**config.mk**
```make
export PLATFORM = sky130hd
export DESIGN_NAME = flow_led_decoder
export DESIGN_NICKNAME = d
export VERILOG_FILES = /design/src/rtl/flow_led_pkg.sv /design/src/rtl/flow_led_decoder_decode.sv /design/src/rtl/flow_led_decoder.sv
export SDC_FILE = /design/constraint.sdc
export NUM_CORES = 1
export LEC_CHECK = 0
export ABC_CLOCK_PERIOD_IN_PS = 8100
export CELL_PAD_IN_SITES_DETAIL_PLACEMENT = 1
export CELL_PAD_IN_SITES_GLOBAL_PLACEMENT = 2
export CORE_UTILIZATION = 33
export CTS_BUF_LIST = sky130_fd_sc_hd__clkbuf_2
export DETAILED_ROUTE_END_ITERATION = 12
export PLACE_DENSITY_LB_ADDON = 0.1
export SETUP_SLACK_MARGIN = 0.3
export SLEW_MARGIN = 10
export SYNTH_ARGS = -nofsm -noshare
export SYNTH_HDL_FRONTEND = slang
export SYNTH_HIERARCHICAL = 1
export SYNTH_SLANG_ARGS = --single-unit
```
**constraint.sdc**
```tcl
create_clock -name clk -period 8.1 [get_ports clk]
set_clock_uncertainty 0.2 [all_clocks]
set_input_delay 1.62 -clock clk [delete_from_list [all_inputs] [get_ports clk]]
set_output_delay 1.62 -clock clk [all_outputs]
set_load 0.02 [all_outputs]
```
**src/rtl/flow_led_pkg.sv**
```systemverilog
// flow_led_pkg: shared FSM encoding, default widths and active-low one-hot check
package flow_led_pkg;
  typedef enum logic [1:0] {HUNT = 2'd0, VERIFY = 2'd1, LOCKED = 2'd2} state_t;
  localparam int N_DEF = 8;
  localparam int PW_DEF = $clog2(N_DEF);
  function automatic logic onehot_lo_valid(input logic [63:0] v, input int n);
    int z;
    z = 0;
    for (int i = 0; i < 64; i++) if (i < n && !v[i]) z++;
    return z == 1;
  endfunction
endpackage

```
**src/rtl/flow_led_decoder_decode.sv**
```systemverilog
// onehot_lo_decode: active-low one-hot to index, lowest zero wins, valid only for a single zero
module onehot_lo_decode
  import flow_led_pkg::*;
#(
  parameter int N  = N_DEF,
  parameter int PW = $clog2(N)
) (
  input  logic [N-1:0]  led,
  output logic          valid,
  output logic [PW-1:0] idx
);
  always_comb begin
    valid = onehot_lo_valid(64'(led), N);
    idx = '0;
    for (int i = N - 1; i >= 0; i--) if (!led[i]) idx = PW'(i);
  end
endmodule

```
**src/rtl/flow_led_decoder.sv**
```systemverilog
// flow_led_decoder: locks onto a running-light sequence, counts laps and faults.
// Define FLOW_DEC_BIDIR_EN to also accept descending sequences (dir output).
module flow_led_decoder
  import flow_led_pkg::*;
#(
  parameter int N        = 8,
  parameter int LOCK_CNT = 3,
  parameter int CNT_W    = 8,
  localparam int PW      = $clog2(N)
) (
  input  logic             clk,
  input  logic             reset,
  input  logic             sample_en,
  input  logic [N-1:0]     led_in,
  output logic [PW-1:0]    pos,
  output logic             pos_valid,
  output logic             locked,
  output logic             err_pulse,
  output logic [CNT_W-1:0] err_count,
  output logic [CNT_W-1:0] lap_count,
  output logic             dir
);
`ifdef FLOW_DEC_BIDIR_EN
  localparam logic BIDIR = 1'b1;
`else
  localparam logic BIDIR = 1'b0;
`endif
  state_t state_q, state_d;
  logic [PW-1:0] pos_q, pos_d, idx;
  logic [3:0] match_q, match_d;
  logic [CNT_W-1:0] err_count_q, err_count_d, lap_count_q, lap_count_d;
  logic pos_valid_q, pos_valid_d, err_pulse_q, err_pulse_d, dir_q, dir_d;
  logic valid, hold, fwd, bwd, legal, sdir, wrap, fault;
  onehot_lo_decode #(.N(N), .PW(PW)) u_dec (.led(led_in), .valid(valid), .idx(idx));
  assign hold  = idx == pos_q;
  assign fwd   = idx == PW'(pos_q + 1'b1);
  assign bwd   = idx == PW'(pos_q - 1'b1);
  assign sdir  = BIDIR & bwd;
  assign legal = fwd | sdir;
  assign wrap  = dir_q ? pos_q == '0 : pos_q == PW'(N - 1);
  always_comb begin
    state_d = state_q;
    pos_d = pos_q;
    pos_valid_d = pos_valid_q;
    match_d = match_q;
    err_pulse_d = 1'b0;
    err_count_d = err_count_q;
    lap_count_d = lap_count_q;
    dir_d = dir_q;
    fault = 1'b0;
    if (sample_en) begin
      if (state_q == HUNT) begin
        pos_valid_d = valid;
        if (valid) begin
          pos_d = idx;
          match_d = '0;
          state_d = VERIFY;
        end
      end else if (!valid) begin
        pos_valid_d = 1'b0;
        match_d = '0;
        state_d = HUNT;
        fault = state_q == LOCKED;
      end else if (hold) begin
        pos_valid_d = 1'b1;
      end else if (state_q == VERIFY) begin
        pos_valid_d = 1'b1;
        pos_d = idx;
        if (!legal) match_d = '0;
        else if (match_q != '0 && sdir != dir_q) begin
          match_d = '0;
          dir_d = sdir;
        end else begin
          match_d = match_q + 1'b1;
          dir_d = sdir;
          if (match_d == 4'(LOCK_CNT)) state_d = LOCKED;
        end
      end else begin
        pos_valid_d = 1'b1;
        pos_d = idx;
        if (legal && sdir == dir_q) lap_count_d = wrap ? lap_count_q + 1'b1 : lap_count_q;
        else fault = 1'b1;
      end
      // a fault drops lock and suppresses any lap credit from the same sample
      if (fault) begin
        err_pulse_d = 1'b1;
        err_count_d = &err_count_q ? err_count_q : err_count_q + 1'b1;
        lap_count_d = lap_count_q;
        match_d = '0;
        state_d = HUNT;
      end
    end
  end
  always_ff @(posedge clk) begin
    if (!reset) begin
      state_q <= HUNT;
      pos_q <= '0;
      pos_valid_q <= 1'b0;
      match_q <= '0;
      err_pulse_q <= 1'b0;
      err_count_q <= '0;
      lap_count_q <= '0;
      dir_q <= 1'b0;
    end else begin
      state_q <= state_d;
      pos_q <= pos_d;
      pos_valid_q <= pos_valid_d;
      match_q <= match_d;
      err_pulse_q <= err_pulse_d;
      err_count_q <= err_count_d;
      lap_count_q <= lap_count_d;
      dir_q <= dir_d;
    end
  end
  assign pos = pos_q;
  assign pos_valid = pos_valid_q;
  assign locked = state_q == LOCKED;
  assign err_pulse = err_pulse_q;
  assign err_count = err_count_q;
  assign lap_count = lap_count_q;
  assign dir = BIDIR & dir_q;
endmodule

```
# Yosys cells after proc, flatten, opt, wreduce, memory -nomap -nowiden
# Index checks and enable logic that the tools add are counted.
classes:
  n_addsub: 11
  eq_ne: 13
  muxes: 44
  n_bitwise: 5
  n_reduce_logical: 8
ops:
  columns: ["op", "count"]
  rows:
  - ["$add 32x2->32 const B", 7]
  - ["$mux 32", 7]
  - ["$mux 3", 12]
  - ["$eq 32x2->1 const B", 1]
  - ["$mux 4", 7]
  - ["$add 8x1->8 const B", 2]
  - ["$mux 2", 8]
  - ["$reduce_and 8->1", 2]
  - ["$ne 4x1->1 const B", 3]
  - ["$mux 1", 10]
  - ["$eq 3x3->1", 2]
  - ["$reduce_and 3->1", 2]
  - ["$reduce_and 6->1", 1]
  - ["$not 1->1", 5]
  - ["$add 4x1->4 const B", 1]
  - ["$eq 4x2->1 const B", 1]
  - ["$ne 4x2->1 const B", 1]
  - ["$reduce_and 4->1", 1]
  - ["$add 3x1->3 const B", 1]
  - ["$eq 3x3->1 const B", 1]
  - ["$ne 3x2->1 const B", 1]
  - ["$eq 2x1->1 const B", 1]
  - ["$eq 2x2->1 const B", 1]
  - ["$logic_not 2->1", 1]
  - ["other kinds (2)", 2]
word_totals:
  ff_bits: 27
  out_inout_bits: 23

# Logic depth before layout (Yosys ltp)
# Gate-level depths: netlist of run 1.
logic_depth:
  depth_word: 21
  ltp_mapped: 28
  depth_no_buf: 28

# Modules after synthesis
# Netlist of run 1, hierarchy kept.
modules_own_cells:
  columns: ["mod", "instances", "cells_each", "area_per_inst_um2"]
  rows:
  - ["flow_led_decoder", 1, 169, 1510.2]
  - ["onehot_lo_decode", 1, 93, 709.4]

# Least setup slack after synthesis of run 1
# Ideal clock, no wire load.
synth_path:
  path_kind: "in2reg"
  startpoint: "input led_in[0]"
  endpoint: "register lap_count_q[5] (netlist: lap_count[5])"
  setup_time_ps: 70
  arrival_time_ps: 6287
  path_slack_ps: 1543
  cell_stages: 27
  path_buffers: 2
  cell_sequence: "inv_1 ha_1 buf_6 xnor2_1 ha_1 nand2_1 nand2_1 ha_1 nand2b_1 nand2_1 ha_1 nor2_1 a31oi_1 a41o_1 ha_1 nor2b_1 xnor2_1 xnor2_1 xnor2_1 a21oi_1 nor4_2 clkbuf_8 nand4_1 nor4_4 nand4_1 or3_1 a21boi_1"
synth_via:
  elab_chain_cells: 21
  elab_cells_between_ends: 28
synth_rtl:
  columns: ["item", "line", "source"]
  rows:
  - ["from (decl)", "flow_led_decoder.sv:14", "input logic [N-1:0] led_in,"]
  - ["$mux 1 (*)", "flow_led_pkg.sv:9", "for (int i = 0; i < 64; i++) if (i < n && !v[i]) z++;"]
  - ["$add 32x2->32", "flow_led_pkg.sv:9", null]
  - ["$mux 32 (*)", "flow_led_pkg.sv:9", null]
  - ["$add 32x2->32", "flow_led_pkg.sv:9", null]
  - ["$mux 32 (*)", "flow_led_pkg.sv:9", null]
  - ["$add 32x2->32", "flow_led_pkg.sv:9", null]
  - ["$mux 32 (*)", "flow_led_pkg.sv:9", null]
  - ["$add 32x2->32", "flow_led_pkg.sv:9", null]
  - ["[6 not listed]", null, null]
  - ["$mux 32 (*)", "flow_led_pkg.sv:9", null]
  - ["$eq 32x2->1 (*)", "flow_led_pkg.sv:10", "return z == 1;"]
  - ["named net valid", "flow_led_decoder.sv:33", "logic valid, hold, fwd, bwd, legal, sdir, wrap, fault;"]
  - ["$mux 1", "flow_led_decoder.sv:59", "end else if (!valid) begin"]
  - ["$mux 1", "flow_led_decoder.sv:52", "if (state_q == HUNT) begin"]
  - ["$mux 1", "flow_led_decoder.sv:51", "if (sample_en) begin"]
  - ["$not 1->1 (no source line)", null, null]
  - ["$reduce_and 8->1 (no source line) (*)", null, null]
  - ["to (signal assigned)", "flow_led_decoder.sv:111", "lap_count_q <= lap_count_d;"]
  - ["to (decl)", "flow_led_decoder.sv:31", "logic [CNT_W-1:0] err_count_q, err_count_d, lap_count_q, lap_count_d;"]
# Mark *: on every way through the listed nets, which the timed path passes. The rest lies on a longest branch. The select of a mux whose other input is x is not followed.
# A chain may end at the register's enable or synchronous reset.

# Worst setup path in the final report of run 1
# Ends and elaborated chain as after synthesis.

==> load_flow_metrics.sql, run 1 <==
INSERT INTO impl_metrics (metric_group, metric, value, unit) VALUES
('run_status', 'status', 'finished with violations', ''),
('run_status', 'violations', 'DRC', ''),
('clock_network', 'cts_buffers', '3', ''),
('logic_synthesis', 'netlist_area_pre_place', '2220', 'µm²'),
('pwr', 'vdd_ir_drop_max', '52.0', 'µV'),
('logic_synthesis', 'synth_top_family_by_area', 'simple AND/OR/NAND/NOR gates', ''),
('grt', 'grt_antenna_before_repair', '0', ''),
('layout', 'n_antenna_cell', '0', ''),
('placed_design', 'finalWeightedCongestion', '0.745', ''),
('drt', 'drt_iter0_drc', '58', ''),
('drt', 'routed_wl', '4.76', 'mm'),
('logic_synthesis', 'count_of_cell_types_in_the_netlist', '58', ''),
('drt', 'num_vias', '1857', ''),
('placed_design', 'dp.final_hpwl', '3.71', 'mm'),
('timing', 'max_slew_margin', '58.2', '%'),
('setup_path', 'critPathRequiredTime', '8.21', 'ns'),
('timing', 'totalNegativeSetupSlack', '0', 'ns'),
('layout', 'final_nets', '313', ''),
('clock_network', 'cts_tree', 'done', ''),
('timing', 'grt_setup_unrepaired', 'no', ''),
('clock_network', 'cts_root_buffer', 'sky130_fd_sc_hd__clkbuf_2', ''),
('die', 'fp-row-count', '29', ''),
('logic_synthesis', 'synth-edff-count', '0', ''),
('setup_path', 'crit_type', 'primary input to register', ''),
('logic_synthesis', 'synth_warnings', '6', ''),
('logic_synthesis', 'ys_seq_area_share', '24.4', '%'),
('clock_network', 'clock_tree.htree_level_count', '1', ''),
('timing', 'timing_worst_slew_pin_value', '0.622', 'ns'),
('logic_synthesis', 'syn-mean-instance-area', '8.47', 'µm²'),
('clock_network', 'clock-sinks', '27', ''),
('logic_synthesis', 'synth.area.top_cells', 'sky130_fd_sc_hd__dfxtp_1 (24%), sky130_fd_sc_hd__ha_1 (7.3%), sky130_fd_sc_hd__nand2_1 (5.9%)', ''),
('clock_network', 'clockBufferDepth', '2', ''),
('drt', 'drc', '9', ''),
('layout', 'drive_gt1_share', '8.33', '%'),
('drt', 'dr.pass1.iters', '7', ''),
('logic_synthesis', 'synth-compound-area-share', '15.6', '%'),
('die', 'die_width', '84.0', 'µm'),
('setup_path', 'cp_num_buf_inv', '2', ''),
('setup_path', 'cpLargestDelayFamily', 'simple AND/OR/NAND/NOR gates', ''),
('die', 'die_h', '84.0', 'µm'),
('drt', 'detail-route-antenna-nets', '0', ''),
('logic_synthesis', 'mapped_cells', '262', ''),
('setup_path', 'timing.critical_path.slowest_cell_delay', '0.51', 'ns'),
('die', 'core-area', '6420', 'µm²'),
('clock_network', 'post_cts.repair.setup_buffers', '0', ''),
('grt', 'grt_pass1_vias', '1793', ''),
('timing', 'final_max_slew_viols', '0', ''),
('clock_network', 'cts_repair_resize_count', '0', ''),
('setup_path', 'worst-path-max-fanout', '7', ''),
('layout', 'multi_input_area', '1560', 'µm²'),
('logic_synthesis', 'muxShareOfSynthArea', '4.28', '%'),
('layout', 'finish.utilization', '40.3', '%'),
('clock_network', 'cts.hold.buffers_added', '0', ''),
('layout', 'most_frequent_standard_cell_in_the_layout_excluding_fill_and_tap_cells', 'sky130_fd_sc_hd__nand2_1', ''),
('setup_path', 'cp_data_arrival_time', '7.20', 'ns'),
('timing', 'maxClockFrequency', '141', 'MHz'),
('die', 'io-pin-count', '34', ''),
('logic_synthesis', 'postSynthRegisterBits', '27', ''),
('grt', 'maximum_number_of_pins_on_one_net_before_global_route_repair', '36', ''),
('drt', 'vias_per_cell', '5.09', ''),
('logic_synthesis', 'most_used_flip_flop_cell_after_synthesis', 'sky130_fd_sc_hd__dfxtp_1', ''),
('hold_path', 'hold_class', 'register to register', ''),
('logic_synthesis', 'synth_area_leader_cell', 'sky130_fd_sc_hd__dfxtp_1', ''),
('die', 'start_util', '34.6', '%'),
('placed_design', 'portBuffers', '32', ''),
('timing', 'final_hold_viol_count', '0', ''),
('pwr', 'power_density', '154', 'nW/µm²'),
('clock_network', 'path_clk_slew', '0.26', 'ns'),
('logic_synthesis', 'synth-xor-area-share', '13.3', '%'),
('setup_path', 'cpMaxStageDelayCell', 'sky130_fd_sc_hd__clkdlybuf4s50_1', ''),
('logic_synthesis', 'post_synth_fa_ha_maj_area_fraction', '7.33', '%');
[sequential cells by signal, indices dropped and copies added (netlist names)]
| register | count |
|---|---|
| pos | 3 |
| match_q | 4 |
| pos_valid | 1 |
| lap_count | 8 |
| err_pulse | 1 |
| err_count | 8 |
| state_q | 2 |
[logic make-up (layout without fill, tap and decap cells)]
| logic type | after synthesis | in the layout |
|---|---|---|
| and+or+nand+nor | 116 | 116 |
| AOI/OAI and AO/OA | 47 | 47 |
| DFF | 27 | 27 |
| xor gates and xnor gates | 26 | 26 |
| buffers and inverters | 23 | 49 |
| adders and majority gates | 13 | 13 |
| muxes | 9 | 9 |
| other | 1 | 1 |
[final cells by class]
type / instances / share of cell area [%]
sequential: 27 / 20.9
timing repair buffer: 34 / 12.9
inverter: 11 / 1.59
multi-input combinational: 212 / 60.1
tap: 77 / 3.72
clock buffer: 4 / 0.773
[power by group]
part,switching (W),internal (W),leakage (nW),total [W]
Combinational,0.000104,0.0000878,0.784,0.000191
Clock,0.0000409,0.0000130,0.0166,0.0000539
Sequential,0.0000123,0.000141,0.218,0.000153
Total,0.000157,0.000241,1.02,0.000398
[cell usage after synthesis, types with 2 or more instances]
cell                       count
sky130_fd_sc_hd__o22ai_1       4
sky130_fd_sc_hd__dfxtp_1      27
sky130_fd_sc_hd__a21boi_0      4
sky130_fd_sc_hd__a21boi_1      3
sky130_fd_sc_hd__buf_2         3
sky130_fd_sc_hd__a31oi_1       3
sky130_fd_sc_hd__buf_6         2
sky130_fd_sc_hd__nor2_1       13
sky130_fd_sc_hd__xnor2_1      13
sky130_fd_sc_hd__nand2b_1      6
sky130_fd_sc_hd__and3_1        6
sky130_fd_sc_hd__o21ai_0      11
sky130_fd_sc_hd__nand2_1      35
sky130_fd_sc_hd__clkbuf_1      3
sky130_fd_sc_hd__and2_1        8
sky130_fd_sc_hd__inv_1        11
sky130_fd_sc_hd__nand3b_1      3
sky130_fd_sc_hd__xor2_2        2
sky130_fd_sc_hd__a21oi_1       9
sky130_fd_sc_hd__nand4_1       8
sky130_fd_sc_hd__nor3_1        4
sky130_fd_sc_hd__xor2_1        8
sky130_fd_sc_hd__buf_4         2
sky130_fd_sc_hd__ha_1         13
sky130_fd_sc_hd__mux2i_1       8
sky130_fd_sc_hd__or3_1         5
sky130_fd_sc_hd__nand3_1       9
sky130_fd_sc_hd__xnor2_4       2
sky130_fd_sc_hd__nor2b_1       8
[layer usage]
metal / up-vias / track usage [%] / routed length [µm]
met5: - / 0 / 0
met4: 0 / 3.29 / 36
met3: 2 / 1.38 / 86
met2: 20 / 25.0 / 2260
met1: 870 / 18.5 / 2380
li1: 965 / - / -
[through the flow]
step	setup WS [ns]	hold slack, ns	cell area, µm²	std cells	total power, W
after floorplan	1.54	0.268	2220	262	0.000307
after global placement	0.747	0.276	2570	361	0.000348
after detailed placement	0.563	0.281	2570	361	0.000348
after CTS	0.959	0.311	2590	365	0.000405
after global routing	0.495	0.339	2590	365	0.000431
final	1.01	0.305	2590	365	0.000398
[tightest hold or removal path: stages (launching register included)]
cell,delay (ns)
sky130_fd_sc_hd__dfxtp_1,0.37
sky130_fd_sc_hd__nand2b_1,0.06
sky130_fd_sc_hd__a21boi_0,0.07
[path summary, 6_finish.rpt]
| kind | depth (start not counted) | from | slack [ns] | end |
|---|---|---|---|---|
| worst min-delay path | 2 | pos_valid | 0.30 | pos_valid |
| worst max register to register | 7 | pos[0] | 5.55 | lap_count[5] |
| worst max-delay path | 26 | led_in[0] | 1.01 | lap_count[5] |
| worst min register to register | 2 | pos_valid | 0.30 | pos_valid |
Power figures use the tool's default switching activity.
==> inputs of run 2 (changes only) <==
--- a/config.mk
+++ b/config.mk
@@ -13,7 +13,7 @@
 export DETAILED_ROUTE_END_ITERATION = 12
 export PLACE_DENSITY_LB_ADDON = 0.1
 export SETUP_SLACK_MARGIN = 0.3
-export SLEW_MARGIN = 10
+export SLEW_MARGIN = 30
 export SYNTH_ARGS = -nofsm -noshare
 export SYNTH_HDL_FRONTEND = slang
 export SYNTH_HIERARCHICAL = 1
==> results of run 2 <==
No change in the layout: final DEF, timing and power equal those of run 1.
==> variant, RTL diff (config.mk and constraints of run 2) <==
Make the reset (`reset`) asynchronous in one clocked block.
--- a/src/rtl/flow_led_decoder.sv
+++ b/src/rtl/flow_led_decoder.sv
@@ -93,3 +93,3 @@
   end
-  always_ff @(posedge clk) begin
+  always_ff @(posedge clk or negedge reset) begin
     if (!reset) begin
Check against the original RTL: differs if reset is asserted again (counterexample within 4 cycles, from zero or initial values and one cycle with reset low); with reset held inactive, the same outputs for 10 cycles.
==> variant against run 2 <==
The flow still finishes with violations (DRC). Cell count down 8.2%. Routed wire length down 0.27%. Worst setup slack better by 120 ps. Synthesized cell count down 12%. Sequential share of layout area up 5.1 points. Die area up 0.27%. Synthesized area up 0.28%. Power up 4.8%. Sequential cell count unchanged. Cell area up 0.43%. Largest cell class unchanged.
==> variant: results (changes against run 2) <==
** Status
- Status :: finished with violations
- Violated checks :: DRC

** Global route
- Pin count of the biggest net entering global routing :: 28 (-22%)
- The overall fraction of global-route tracks in use is 14.6% (+0.39 points).
- The first-pass GRT wire length is 8360 µm (-0.58%).

** Finish
- Count of clock buffers in the final design :: 3 (-1)
- NumNets Final :: 283 (-9.6%)
- The share of final layout cell area taken by non-clock buffers came to 12.9% (-0.056 points).
- Total of fill cells in the finished design :: 735 (-5.2%)
- The fraction of layout cells with a size suffix above 1 was 12.0% (+3.7 points).
- Fin cells :: 335 (-8.2%)
- The total area of multi-input combinational cells is 0.00142 mm² (-8.8%).
- Sequential cell area share :: 26.0% (+5.1 points)

** Clocking
- Clock-pin slew on the worst setup and hold paths :: 300 ps (+40 ps)
- Insertion delay of the later-clocked pin in the worst-skew pair :: 400 ps (+50 ps)

** Synthesis
- After synthesis, the most frequently instantiated cells are sky130_fd_sc_hd__dfrtp_1, sky130_fd_sc_hd__nand2_1, sky130_fd_sc_hd__xnor2_1, sky130_fd_sc_hd__ha_1, sky130_fd_sc_hd__inv_1.
- Distinct cell type count of the synthesized netlist :: 61 (+5.2%)
- Ranked by total cell area, the synthesized netlist is headed by sky130_fd_sc_hd__dfrtp_1, sky130_fd_sc_hd__ha_1, sky130_fd_sc_hd__xnor2_1, sky130_fd_sc_hd__xor2_1, sky130_fd_sc_hd__nand2_1.
- The post-synthesis net count is 255 (-11%).
- The gate count of the mapped netlist is 231 (-12%).
- The mean instance size in the synthesized netlist came to 9.64 µm² (+14%).
- Sequential fraction of the synthesis area :: 30.4% (+6.0 points)
- Async set-or-reset flop fraction in the synthesized netlist :: 100% (+100 points)

** Critical path
- The critical-path maximum fanout was 10 (+3).
- Internal reg-to-reg setup slack :: 5470 ps (-80 ps)
- The arrival time reported for the critical path endpoint came to 7110 ps (-90 ps).
- In this run the critical register-to-register path is captured at err_count[1].

** Route
- Vias per cell :: 5.21 (+2.4%)
- Post-detailed-route wirelength per cell :: 14.2 µm (+8.7%)
- The first-pass iteration count of the detailed router is 8 (+1).
- Number of remaining DRC errors :: 6 (-3)

** Place
- Post-place setup slack :: 648 ps (+85.1 ps)
- The cell count after placement is 331 (-8.3%).

** Power and ir drop
- The maximum ir drop on the vdd rail was 57.0 µV (+9.6%).
-- variant: cell count changes after synthesis, sizes merged, moves of 7 or more --
| cell | run 2 | this run |
|---|---|---|
| a21boi | 9 | 2 |
| dfrtp | 0 | 27 |
| dfxtp | 27 | 0 |
| nand2 | 35 | 19 |
| o21ai | 12 | 4 |
-- variant: logic make-up (layout without fill, tap and decap cells) --
family / after synthesis / count (layout) / synth area share (%)
AOI/OAI and AO/OA: 41 / 41 / 14.1
DFF: 27 / 27 / 30.4
and+or+nand+nor: 87 / 87 / 24.1
xor gates and xnor gates: 28 / 28 / 13.4
adders and majority gates: 13 / 13 / 7.31
muxes: 9 / 9 / 4.78
buffers and inverters: 25 / 52 / 5.90
other: 1 / 1 / 0.168
-- variant: worst max-delay path: cells and delay by family --
| family | cells | cell delay, ps |
|---|---|---|
| mux | 2 | 630 |
| simple gates | 9 | 1360 |
| xor+xnor | 2 | 360 |
| fa+ha+maj | 5 | 1460 |
| compound gates | 4 | 940 |
| buf+inv | 3 | 750 |
-- variant: per-layer routing --
layer	track usage [%]	part of all wire [%]	vias up
met4	4.70	1.6	0
met3	1.77	2.0	7
met1	19.2	48	842
met5	0	0	-
met2	24.9	48	22
li1	-	-	875
-- variant: how the worst max path moves through the flow --
stage / to / depth (start not counted) / slack (ps) / start
6_report: err_count[1] / 25 / 1130 / led_in[0]
5_1_grt: err_count[1] / 25 / 790 / led_in[0]
4_1_cts: err_count[1] / 25 / 1130 / led_in[0]
3_5_place_dp: err_count[1] / 25 / 650 / led_in[0]
3_3_place_gp: err_count[1] / 25 / 750 / led_in[0]
2_1_floorplan: err_count[1] / 26 / 1550 / led_in[0]
